$ cat src/rtl/muldiv_pkg.sv
// muldiv_pkg: shared op encodings, FSM state type and operand-sign helpers for the multiply/divide unit.
package muldiv_pkg;
    localparam int OP_W = 3;
    localparam logic [OP_W-1:0] OP_MUL    = 3'b000;
    localparam logic [OP_W-1:0] OP_MULH   = 3'b001;
    localparam logic [OP_W-1:0] OP_MULHSU = 3'b010;
    localparam logic [OP_W-1:0] OP_MULHU  = 3'b011;
    localparam logic [OP_W-1:0] OP_DIV    = 3'b100;
    localparam logic [OP_W-1:0] OP_DIVU   = 3'b101;
    localparam logic [OP_W-1:0] OP_REM    = 3'b110;
    localparam logic [OP_W-1:0] OP_REMU   = 3'b111;

    typedef enum logic [1:0] {S_IDLE, S_DIV, S_FIX, S_DONE} state_e;

    function automatic logic is_div(input logic [OP_W-1:0] op);
        return op[2];
    endfunction

    function automatic logic is_signed_a(input logic [OP_W-1:0] op);
        return op == OP_MULH || op == OP_MULHSU || op == OP_DIV || op == OP_REM;
    endfunction

    function automatic logic is_signed_b(input logic [OP_W-1:0] op);
        return op == OP_MULH || op == OP_DIV || op == OP_REM;
    endfunction
endpackage

$ cat src/rtl/muldiv_if.sv
// muldiv_if: request/response bundle between the execute stage and muldiv_unit.
// Ports: in_valid/in_ready/in_op/in_a/in_b/in_tag request side, flush abort,
// out_valid/out_ready/out_result/out_tag response side, busy status.
interface muldiv_if #(parameter int XLEN = 32, parameter int TAG_W = 5);
    logic                          in_valid;
    logic                          in_ready;
    logic [muldiv_pkg::OP_W-1:0]   in_op;
    logic [XLEN-1:0]               in_a;
    logic [XLEN-1:0]               in_b;
    logic [TAG_W-1:0]              in_tag;
    logic                          flush;
    logic                          out_valid;
    logic                          out_ready;
    logic [XLEN-1:0]               out_result;
    logic [TAG_W-1:0]              out_tag;
    logic                          busy;

    modport master (
        output in_valid, in_op, in_a, in_b, in_tag, flush, out_ready,
        input  in_ready, out_valid, out_result, out_tag, busy
    );

    modport slave (
        input  in_valid, in_op, in_a, in_b, in_tag, flush, out_ready,
        output in_ready, out_valid, out_result, out_tag, busy
    );
endinterface

$ cat src/rtl/muldiv_divider.sv
// muldiv_divider: unsigned radix-2 restoring divider datapath (one quotient bit per step).
// Ports: clk, reset_n; start_i loads dividend_i/divisor_i and the step counter;
// step_i performs one shift/subtract; done_o high when the counter is 0;
// quot_o/rem_o are the unsigned quotient and remainder after the last step.
module muldiv_divider #(parameter int XLEN = 32) (
    input  logic            clk,
    input  logic            reset_n,
    input  logic            start_i,
    input  logic            step_i,
    input  logic [XLEN-1:0] dividend_i,
    input  logic [XLEN-1:0] divisor_i,
    output logic            done_o,
    output logic [XLEN-1:0] quot_o,
    output logic [XLEN-1:0] rem_o
);
    localparam int CW = $clog2(XLEN);

    logic [CW-1:0]   cnt_q, cnt_d;
    logic [XLEN-1:0] quo_q, quo_d, rem_q, rem_d, dvs_q, dvs_d;
    logic [XLEN:0]   shifted;
    logic            ge;

    // The quotient register doubles as the dividend shift register: its MSB
    // feeds the partial remainder while the new quotient bit enters at the LSB.
    assign shifted = {rem_q, quo_q[XLEN-1]};
    assign ge      = shifted >= {1'b0, dvs_q};
    assign done_o  = cnt_q == '0;
    assign quot_o  = quo_q;
    assign rem_o   = rem_q;

    always_comb begin
        cnt_d = cnt_q;
        quo_d = quo_q;
        rem_d = rem_q;
        dvs_d = dvs_q;
        if (start_i) begin
            cnt_d = CW'(XLEN - 1);
            quo_d = dividend_i;
            rem_d = '0;
            dvs_d = divisor_i;
        end else if (step_i) begin
            // Partial remainder stays below the divisor, so the low XLEN bits suffice.
            rem_d = ge ? shifted[XLEN-1:0] - dvs_q : shifted[XLEN-1:0];
            quo_d = {quo_q[XLEN-2:0], ge};
            cnt_d = done_o ? cnt_q : cnt_q - CW'(1);
        end
    end

    always_ff @(posedge clk or negedge reset_n) begin
        if (!reset_n) begin
            cnt_q <= '0;
            quo_q <= '0;
            rem_q <= '0;
            dvs_q <= '0;
        end else begin
            cnt_q <= cnt_d;
            quo_q <= quo_d;
            rem_q <= rem_d;
            dvs_q <= dvs_d;
        end
    end
endmodule

$ cat src/rtl/muldiv_unit.sv
// muldiv_unit: RISC-V M-extension multiply/divide unit with valid/ready handshakes and flush.
// Ports: clk, reset_n (async active-low); io (muldiv_if.slave) carrying the
// request handshake, flush, response handshake and busy status.
// Multiplies and divide special cases finish in one cycle; normal divides
// iterate XLEN steps in muldiv_divider followed by one sign-fixup cycle.
module muldiv_unit import muldiv_pkg::*; #(
    parameter int XLEN  = 32,
    parameter int TAG_W = 5
) (
    input  logic     clk,
    input  logic     reset_n,
    muldiv_if.slave  io
);
    state_e           state_q, state_d;
    logic [XLEN-1:0]  res_q, res_d;
    logic [TAG_W-1:0] tag_q, tag_d;
    logic             rem_op_q, rem_op_d;
    logic             neg_quo_q, neg_quo_d;
    logic             neg_rem_q, neg_rem_d;

    logic             sa, sb;
    logic [XLEN:0]    ma, mb;
    logic [2*XLEN-1:0] prod;
    logic [XLEN-1:0]  mul_res, mag_a, mag_b, spec_res, quot, rem;
    logic             b_zero, ovf, start, step, div_done;

    // Operand sign bits: set only when the op treats that operand as signed
    // and it is negative; they drive both the multiply extension and the
    // divide sign bookkeeping.
    assign sa = is_signed_a(io.in_op) & io.in_a[XLEN-1];
    assign sb = is_signed_b(io.in_op) & io.in_b[XLEN-1];

    // XLEN+1-bit signed operands, sign-extended to 2*XLEN so an unsigned
    // multiply gives the correct low 2*XLEN product bits for every op.
    assign ma      = {sa, io.in_a};
    assign mb      = {sb, io.in_b};
    assign prod    = {{(XLEN-1){ma[XLEN]}}, ma} * {{(XLEN-1){mb[XLEN]}}, mb};
    assign mul_res = io.in_op == OP_MUL ? prod[XLEN-1:0] : prod[2*XLEN-1:XLEN];

    assign mag_a  = sa ? -io.in_a : io.in_a;
    assign mag_b  = sb ? -io.in_b : io.in_b;
    assign b_zero = io.in_b == '0;
    assign ovf    = is_signed_b(io.in_op) && io.in_a == {1'b1, {(XLEN-1){1'b0}}} && &io.in_b;
    // in_op[1] distinguishes REM/REMU from DIV/DIVU.
    assign spec_res = io.in_op[1] ? (b_zero ? io.in_a : '0) : (b_zero ? '1 : io.in_a);

    muldiv_divider #(.XLEN(XLEN)) u_div (
        .clk        (clk),
        .reset_n    (reset_n),
        .start_i    (start),
        .step_i     (step),
        .dividend_i (mag_a),
        .divisor_i  (mag_b),
        .done_o     (div_done),
        .quot_o     (quot),
        .rem_o      (rem)
    );

    always_comb begin
        state_d   = state_q;
        res_d     = res_q;
        tag_d     = tag_q;
        rem_op_d  = rem_op_q;
        neg_quo_d = neg_quo_q;
        neg_rem_d = neg_rem_q;
        start     = 1'b0;
        step      = 1'b0;
        if (io.flush) begin
            state_d = S_IDLE;
        end else begin
            case (state_q)
                S_IDLE: if (io.in_valid) begin
                    tag_d = io.in_tag;
                    if (!is_div(io.in_op)) begin
                        state_d = S_DONE;
                        res_d   = mul_res;
                    end else if (b_zero || ovf) begin
                        state_d = S_DONE;
                        res_d   = spec_res;
                    end else begin
                        state_d   = S_DIV;
                        start     = 1'b1;
                        rem_op_d  = io.in_op[1];
                        neg_quo_d = sa ^ sb;
                        neg_rem_d = sa;
                    end
                end
                S_DIV: begin
                    step    = 1'b1;
                    state_d = div_done ? S_FIX : S_DIV;
                end
                S_FIX: begin
                    res_d   = rem_op_q ? (neg_rem_q ? -rem : rem) : (neg_quo_q ? -quot : quot);
                    state_d = S_DONE;
                end
                S_DONE: state_d = io.out_ready ? S_IDLE : S_DONE;
                default: state_d = S_IDLE;
            endcase
        end
    end

    always_ff @(posedge clk or negedge reset_n) begin
        if (!reset_n) begin
            state_q   <= S_IDLE;
            res_q     <= '0;
            tag_q     <= '0;
            rem_op_q  <= 1'b0;
            neg_quo_q <= 1'b0;
            neg_rem_q <= 1'b0;
        end else begin
            state_q   <= state_d;
            res_q     <= res_d;
            tag_q     <= tag_d;
            rem_op_q  <= rem_op_d;
            neg_quo_q <= neg_quo_d;
            neg_rem_q <= neg_rem_d;
        end
    end

    assign io.in_ready   = state_q == S_IDLE;
    assign io.out_valid  = state_q == S_DONE;
    assign io.busy       = state_q != S_IDLE;
    assign io.out_result = res_q;
    assign io.out_tag    = tag_q;
endmodule

$ cat src/flat_wrapper.sv
// flat-port wrapper written by rule: the top's interface ports become plain ports
module muldiv_unit_flat import muldiv_pkg::*;
#(
    parameter int XLEN  = 32,
    parameter int TAG_W = 5
)
  (clk, reset_n, io_in_valid, io_in_op, io_in_a, io_in_b, io_in_tag, io_flush, io_out_ready, io_in_ready, io_out_valid, io_out_result, io_out_tag, io_busy);
  muldiv_if #(.XLEN(XLEN), .TAG_W(TAG_W)) io_i ();
  input  logic clk;
  input  logic reset_n;
  input wire logic [$bits(io_i.in_valid)-1:0] io_in_valid;
  input wire logic [$bits(io_i.in_op)-1:0] io_in_op;
  input wire logic [$bits(io_i.in_a)-1:0] io_in_a;
  input wire logic [$bits(io_i.in_b)-1:0] io_in_b;
  input wire logic [$bits(io_i.in_tag)-1:0] io_in_tag;
  input wire logic [$bits(io_i.flush)-1:0] io_flush;
  input wire logic [$bits(io_i.out_ready)-1:0] io_out_ready;
  output wire logic [$bits(io_i.in_ready)-1:0] io_in_ready;
  output wire logic [$bits(io_i.out_valid)-1:0] io_out_valid;
  output wire logic [$bits(io_i.out_result)-1:0] io_out_result;
  output wire logic [$bits(io_i.out_tag)-1:0] io_out_tag;
  output wire logic [$bits(io_i.busy)-1:0] io_busy;
  assign io_i.in_valid = io_in_valid;
  assign io_i.in_op = io_in_op;
  assign io_i.in_a = io_in_a;
  assign io_i.in_b = io_in_b;
  assign io_i.in_tag = io_in_tag;
  assign io_i.flush = io_flush;
  assign io_i.out_ready = io_out_ready;
  assign io_in_ready = io_i.in_ready;
  assign io_out_valid = io_i.out_valid;
  assign io_out_result = io_i.out_result;
  assign io_out_tag = io_i.out_tag;
  assign io_busy = io_i.busy;
  muldiv_unit #(.XLEN(XLEN), .TAG_W(TAG_W)) u_core (.clk(clk), .reset_n(reset_n), .io(io_i));
endmodule
$ cat config.mk
export PLATFORM = sky130hd
export DESIGN_NAME = muldiv_unit_flat
export DESIGN_NICKNAME = d
export VERILOG_FILES = /design/src/rtl/muldiv_pkg.sv /design/src/rtl/muldiv_if.sv /design/src/rtl/muldiv_divider.sv /design/src/rtl/muldiv_unit.sv /design/src/flat_wrapper.sv
export SDC_FILE = /design/constraint.sdc
export NUM_CORES = 2
export LEC_CHECK = 0
export CORE_AREA = 2 2 337 339
export CTS_CLUSTER_SIZE = 40
export DETAILED_ROUTE_END_ITERATION = 16
export DIE_AREA = 0 0 339 341
export PLACE_DENSITY_LB_ADDON = 0.08
export RECOVER_POWER = 25
export SLEW_MARGIN = 10
export SYNTH_ARGS = -nofsm -noshare
export SYNTH_HDL_FRONTEND = slang
export SYNTH_SLANG_ARGS = --single-unit
$ cat constraint.sdc
create_clock -name clk -period 3.4 [get_ports clk]
set_clock_uncertainty 0.15 [all_clocks]
set_input_delay 1.02 -clock clk [delete_from_list [all_inputs] [get_ports clk]]
set_output_delay 1.02 -clock clk [all_outputs]
set_load 0.02 [all_outputs]
; ---- Yosys cells after proc, flatten, opt, wreduce, memory -nomap -nowiden
; Cells that the tools add are included.
[totals]
register_bits = 143
input_bits = 77
out_inout_bits = 40
elab_cells = 90
[op_classes]
addsub = 6
n_mul = 1
magnitude_cmp = 1
n_eq_ne = 12
mux = 35
n_bitwise = 5
reduce_logical = 20
[ops]
columns = cell, n
row1 = 2-to-1 mux 32 bit, 17
row2 = negator 32 bit, 4
row3 = multiplier 33 x 33 -> 64 bit, 1
row4 = case mux 32 bit (2 select lines), 1
row5 = greater-or-equal comparator 33 x 32 -> 1 bit, 1
row6 = "equality test 32 bit, second input constant", 1
row7 = zero test 32 bit, 1
row8 = AND reduction 32 bit, 1
row9 = subtractor 32 bit, 1
row10 = 2-to-1 mux 5 bit, 3
row11 = 2-to-1 mux 2 bit, 6
row12 = case mux 2 bit (4 select lines), 1
row13 = 2-to-1 mux 1 bit, 7
row14 = "equality test 3 bit, second input constant", 2
row15 = logical OR 1 bit, 6
row16 = nonzero test 2 bit, 3
row17 = zero test 5 bit, 1
row18 = AND reduction 5 bit, 1
row19 = "subtractor 5 x 1 -> 5 bit, second input constant", 1
row20 = "equality test 2 bit, second input constant", 2
row21 = AND reduction 4 bit, 1
row22 = "equality test 3 x 1 -> 1 bit, second input constant", 1
row23 = "equality test 3 x 2 -> 1 bit, second input constant", 1
row24 = zero test 3 bit, 1
row25 = other kinds (12), 15

; ---- Depth between registers and ports, before layout
[logic_depth]
ltp_word = 13
ltp_mapped = 35
mapped_depth_nobuf = 30

; ---- Hierarchy
; From an unflattened synthesis, not the netlist that was laid out.
[hier_totals]
cells_unflattened = 5843
hier_area_um2 = 50556.0
[modules_own_cells]
columns = module, instances, cells_each, area_per_inst_um2, seq_area_each_um2
row1 = muldiv_unit, 1, 5113, 44083.5, 1051.0
row2 = muldiv_divider, 1, 730, 6472.5, 2527.4

; ---- Worst setup path before layout
; Ideal clock, no wire load.
[synth_path]
path_type = input to register
startpoint = input io_in_op[0]
endpoint = register u_core.res_q[28] (netlist: u_core.io.out_result[28])
setup_time_ns = 0.127
arrival_time_ns = 9.848
path_slack_ns = -6.725
stages = 32
n_path_buf = 4
cell_sequence = or2_2 -> clkbuf_1 -> nor2_1 -> nor2_1 -> and2_1 -> clkbuf_1 -> clkbuf_1 -> nand2_1 -> inv_1 -> fa_1 -> fa_1 -> fa_1 -> inv_1 -> fa_1 -> inv_1 -> fa_1 -> fa_1 -> fa_1 -> inv_1 -> fa_1 -> inv_1 -> ha_1 -> clkbuf_1 -> and4_1 -> nand3_1 -> or2_2 -> nor4_1 -> o211ai_1 -> a41o_1 -> nor2b_1 -> mux2i_1 -> a31oi_1
[synth_via]
elab_chain_cells = 10
word_cells_on_any_way = 22
[synth_rtl]
columns = element, line_no
row1 = from (decl), flat_wrapper.sv:12  ; input wire logic [$bits(io_i.in_op)-1:0] io_in_op;
row2 = equality test 3 x 1 -> 1 bit or equality test 3 x 2 -> 1 bit (tied branches), "muldiv_pkg.sv:20, muldiv_pkg.sv:24"
row3 = logical OR 1 bit (3 in a row), muldiv_pkg.sv:20  ; return op == OP_MULH || op == OP_MULHSU || op == OP_DIV || op == OP_REM;
row4 = AND 1 bit, muldiv_unit.sv:30  ; assign sa = is_signed_a(io.in_op) & io.in_a[XLEN-1];
row5 = multiplier 33 x 33 -> 64 bit, muldiv_unit.sv:37  ; assign prod = {{(XLEN-1){ma[XLEN]}}, ma} * {{(XLEN-1){mb[XLEN]}}, mb};
row6 = 2-to-1 mux 32 bit, muldiv_unit.sv:38  ; assign mul_res = io.in_op == OP_MUL ? prod[XLEN-1:0] : prod[2*XLEN-1:XLEN];
row7 = 2-to-1 mux 32 bit, muldiv_unit.sv:74  ; if (!is_div(io.in_op)) begin
row8 = 2-to-1 mux 32 bit, muldiv_unit.sv:72  ; S_IDLE: if (io.in_valid) begin
row9 = case mux 32 bit (2 select lines), muldiv_unit.sv:71  ; case (state_q)
row10 = to (signal assigned), muldiv_unit.sv:112  ; res_q <= res_d;
row11 = to (decl), muldiv_unit.sv:15  ; logic [XLEN-1:0] res_q, res_d;
; Several ways; a longest one is shown, not always the timed one. The select of a mux whose other input is x is not followed.
; A chain may end at the register's enable or synchronous reset.

; ---- Worst setup path in the final report
[layout_path]
startpoint = input io_in_op[0]
endpoint = register u_core.res_q[25] (netlist: u_core.io.out_result[25])
; The elaborated chain is that of the path after synthesis.

==> summary.md <==
| Metric | Value |
|---|---|
| H-tree depth reported by CTS | 4 |
| Post-DP HPWL | roughly 150 mm |
| Finished Layout Cells | 7,980 |
| Endpoints failing setup | 137 |
| Deepest clock path buffer count | 2 |
| First-pass GRT wire length | 279 mm |
| Final hold violations | 0 |
| Final net count | a little under 8,000 |
| Antenna violations before repair | 5 |
| Yosys reg bits | 143 |
| Footprint of the multi-input gates | roughly 43,000 µm² |
| CORE AREA | roughly 110,000 µm² |
| Worst path top cell family by delay | adder cells |
| Post-Synthesis Cells | between 5,000 and 6,000 |
| Req. time, crit path | about 3.6 ns |
| IO buf count | about 120 |
| Status | complete, but fails checks |
| Die area | around 120,000 µm² |
| Most frequent cell after synthesis | inv_1 |
| Setup crit start kind | primary input |
| Unrepaired setup endpoints after global routing | true |
| Yosys warnings | 0 |
| Residual DRC | 0 |
| Register area share after synthesis | slightly above 7% |
| Worst-Skew Late Latency | between 0.4 and 0.5 ns |
| Min cycle time layout | around 8.5 ns |
| Placer Congestion | slightly below 1 |
| Setup slack after layout | -5.09 ns |
| Site Rows | 123 |
| MaxCap Viol Count | 0 |
| Worst path max stage delay | slightly below 0.6 ns |
| Final TNS setup | -232.26 ns |
| Layout filler cell count | 10,400 |
| I/O Pins | between 100 and 150 |
| Synth top cells by count | 1,227 x inv_1, 1,126 x fa_1, 925 x nand2_1, 297 x and2_1, 287 x clkbuf_1 |
| P&R area growth vs syn | 24.9% |
| CTS tree | yes |
| Finished Cell Area | 62,700 µm² |
| Crit end category | flop |
| Number of flops mapped to enable cells by yosys | 0 |
| Worst-margin pin slew | 1.42 ns |
| Total CTS buffers | 17 |
| WP buf/inv | 9 |
| FF/Latch Area | between 3000 and 4000 µm² |
| Synth top area share | between 40% and 50% |
| DRT iter0 DRCs | approximately 2,900 |
| Asr flop ratio synth | 100% |
| Largest net degree at the start of global routing | 49 |
| Failing checks | setup timing |
| Starting Density | between 40% and 50% |
| Most used DFF post-synth | dfrtp_1 |
| Mapped Avg Cell Area | about 8.6 µm² |
| Vias/cell | approximately 5.4 |
| Hold WS | roughly 0.35 ns |
| Hold Buf Count CTS | 0 |
| Register clock-pin slew on the reported worst setup and hold paths | 0.06 ns |
| Count of pins over their slew limit | 0 |
| FMAX | ~120 MHz |
| Count of cell types in the netlist | roughly 80 |
| Num Clock Sinks | between 100 and 150 |
| Synth area leader | fa_1 |
| Syn_nets | just over 7,000 |
| Arr. time, crit path | 8.70 ns |
| Overflow after GRT | 0 |
| Worst path slowest cell | fa_2 |
| Placed Instances | 7,846 |
| Mapped Area | 50,200 µm² |
| Number of global-route vias before repair | 45,400 |
| Die height | between 300 and 400 µm |
| Worst min-delay path class | reg -> reg |
| Synth area leaders | fa_1 45%, inv_1 9.2%, dfrtp_1 7.1% |
| CP most frequent cell | fa_1 |
| Drt pass-1 iters | 6 |
| Crit-path max FO | 5 |
| DP Area | a little under 60,000 µm² |
| Vias | ~43,000 |
| Routed wire per std cell | 22.7 µm |
| Routed WL | about 180 mm |
| Root cell of the clock tree | clkbuf_16 |
| Final ANT Viol Nets | 0 |
| Layout cells sized above 1 | between 20 and 25% |
| Critical path type | in -> reg |
| Total track usage | 31.8% |
| Chip Width | between 300 and 400 µm |
| Period utilisation layout | 250% |
| Max-slew headroom | under 10% |
-- worst register-to-register path, cell delays in order (launching register included) --
cell and delay [ns]:
dfrtp_1 0.40, inv_1 0.19, ha_1 0.21, inv_1 0.05
fa_1 0.38, a211oi_1 0.37, o21a_1 0.24, nor3b_1 0.07
a211o_1 0.31, a311oi_1 0.38, o31ai_1 0.13, a21oi_1 0.18
xor2_1 0.20, o21ai_1 0.09
-- path summary, 6_finish.rpt --
path | cells after the start | start | slack (ns) | to
min reg2reg | 2 | u_core.u_div.dvs_q[29]$_DFFE_PN0P_ | 0.35 | u_core.u_div.dvs_q[29]$_DFFE_PN0P_
max in group asynchronous | 2 | reset_n | 0.71 | u_core.io.out_result[1]$_DFFE_PN0P_
min | 2 | u_core.u_div.dvs_q[29]$_DFFE_PN0P_ | 0.35 | u_core.u_div.dvs_q[29]$_DFFE_PN0P_
min in group asynchronous | 1 | reset_n | 0.72 | u_core.io.out_tag[3]$_DFFE_PN0P_
max reg2reg | 13 | u_core.u_div.quot_o[31]$_DFFE_PN0P_ | -0.08 | u_core.u_div.rem_o[30]$_DFFE_PN0P_
max | 31 | io_in_op[0] | -5.09 | u_core.io.out_result[25]$_DFFE_PN0P_
-- sequential cells by signal, summed over array words and instances, names as in the netlist --
name and count:
u_core.state_q 2, u_core.io.out_result 32, u_core.u_div.quot_o 32, u_core.neg_rem_q 1, u_core.u_div.rem_o 32, u_core.u_div.dvs_q 32, u_core.rem_op_q 1, u_core.io.out_tag 5
u_core.neg_quo_q 1, u_core.u_div.cnt_q 5
-- layout make-up --
class | count | share of cell area [%]
Tap cell | 1500 | 2.99
Antenna cell | 2 | 0.00798
Inverter | 1230 | 7.43
Sequential cell | 143 | 5.71
Clock inverter | 12 | 0.218
Clock buffer | 20 | 0.713
Multi-Input combinational cell | 4060 | 68.0
Timing Repair Buffer | 1013 | 14.9
-- cell families after synthesis --
family          after synthesis  synth area share, %
compound gates              704                 9.20
xor+xnor                    205                 3.58
fa+ha+maj                  1385                 51.3
buf+inv                    1613                 12.2
flops                       143                 7.13
mux                          35                0.711
simple gates               1730                 15.9
-- stage by stage --
step | worst slack (ns) | util, %
final | -5.09 | 56.0
after CTS | -5.09 | 54.9
after detailed placement | -6.38 | 52.6
after global placement | -6.24 | 52.6
after global routing | -5.35 | 56.0
after floorplan | -5.86 | -
-- what timing repair did --
action / CTS / global route
cloned: 4 / 10
pin swaps: 200 / 202
buffers inserted: 62 / 39
setup endpoints to repair: 137 / 137
resized for setup: 401 / 217
-- cell usage in the layout, fill, tap and decap left out, types with 21 or more instances in the layout --
cell | netlist | routed
and2_1 | 297 | 283
buf_2 | 14 | 23
nand2_1 | 925 | 897
xnor2_1 | 119 | 112
o21ai_2 | 0 | 23
a21o_1 | 41 | 40
dfrtp_1 | 143 | 142
a221o_1 | 31 | 31
ha_1 | 250 | 219
a21oi_1 | 176 | 125
buf_12 | 0 | 83
nand4_1 | 29 | 29
inv_1 | 1227 | 1168
o211ai_1 | 22 | 22
buf_4 | 0 | 728
mux2i_1 | 30 | 29
fa_1 | 1126 | 1083
o21ai_1 | 16 | 52
inv_2 | 0 | 50
and3_1 | 26 | 21
o31ai_1 | 38 | 34
clkdlybuf4s50_1 | 0 | 52
ha_4 | 0 | 30
fa_2 | 0 | 43
a21oi_2 | 0 | 40
nor2_1 | 217 | 197
nor3_1 | 40 | 34
xor2_1 | 86 | 82
clkbuf_16 | 0 | 24
or3_1 | 26 | 23
nand3_1 | 55 | 34
o21ai_0 | 172 | 107
buf_6 | 5 | 89
-- per-layer routing --
metal  part of all wire, %  global-route usage [%]  vias up
met2                    46                    51.4     1355
met5                0.0072                       0        -
met1                    43                    43.9    22300
met3                   5.9                    3.74      301
li1                      -                       -    18900
met4                   4.5                    12.2        2
Power is not shown: default switching activity piles up to over one toggle a cycle in this logic, so the estimate is an artifact.
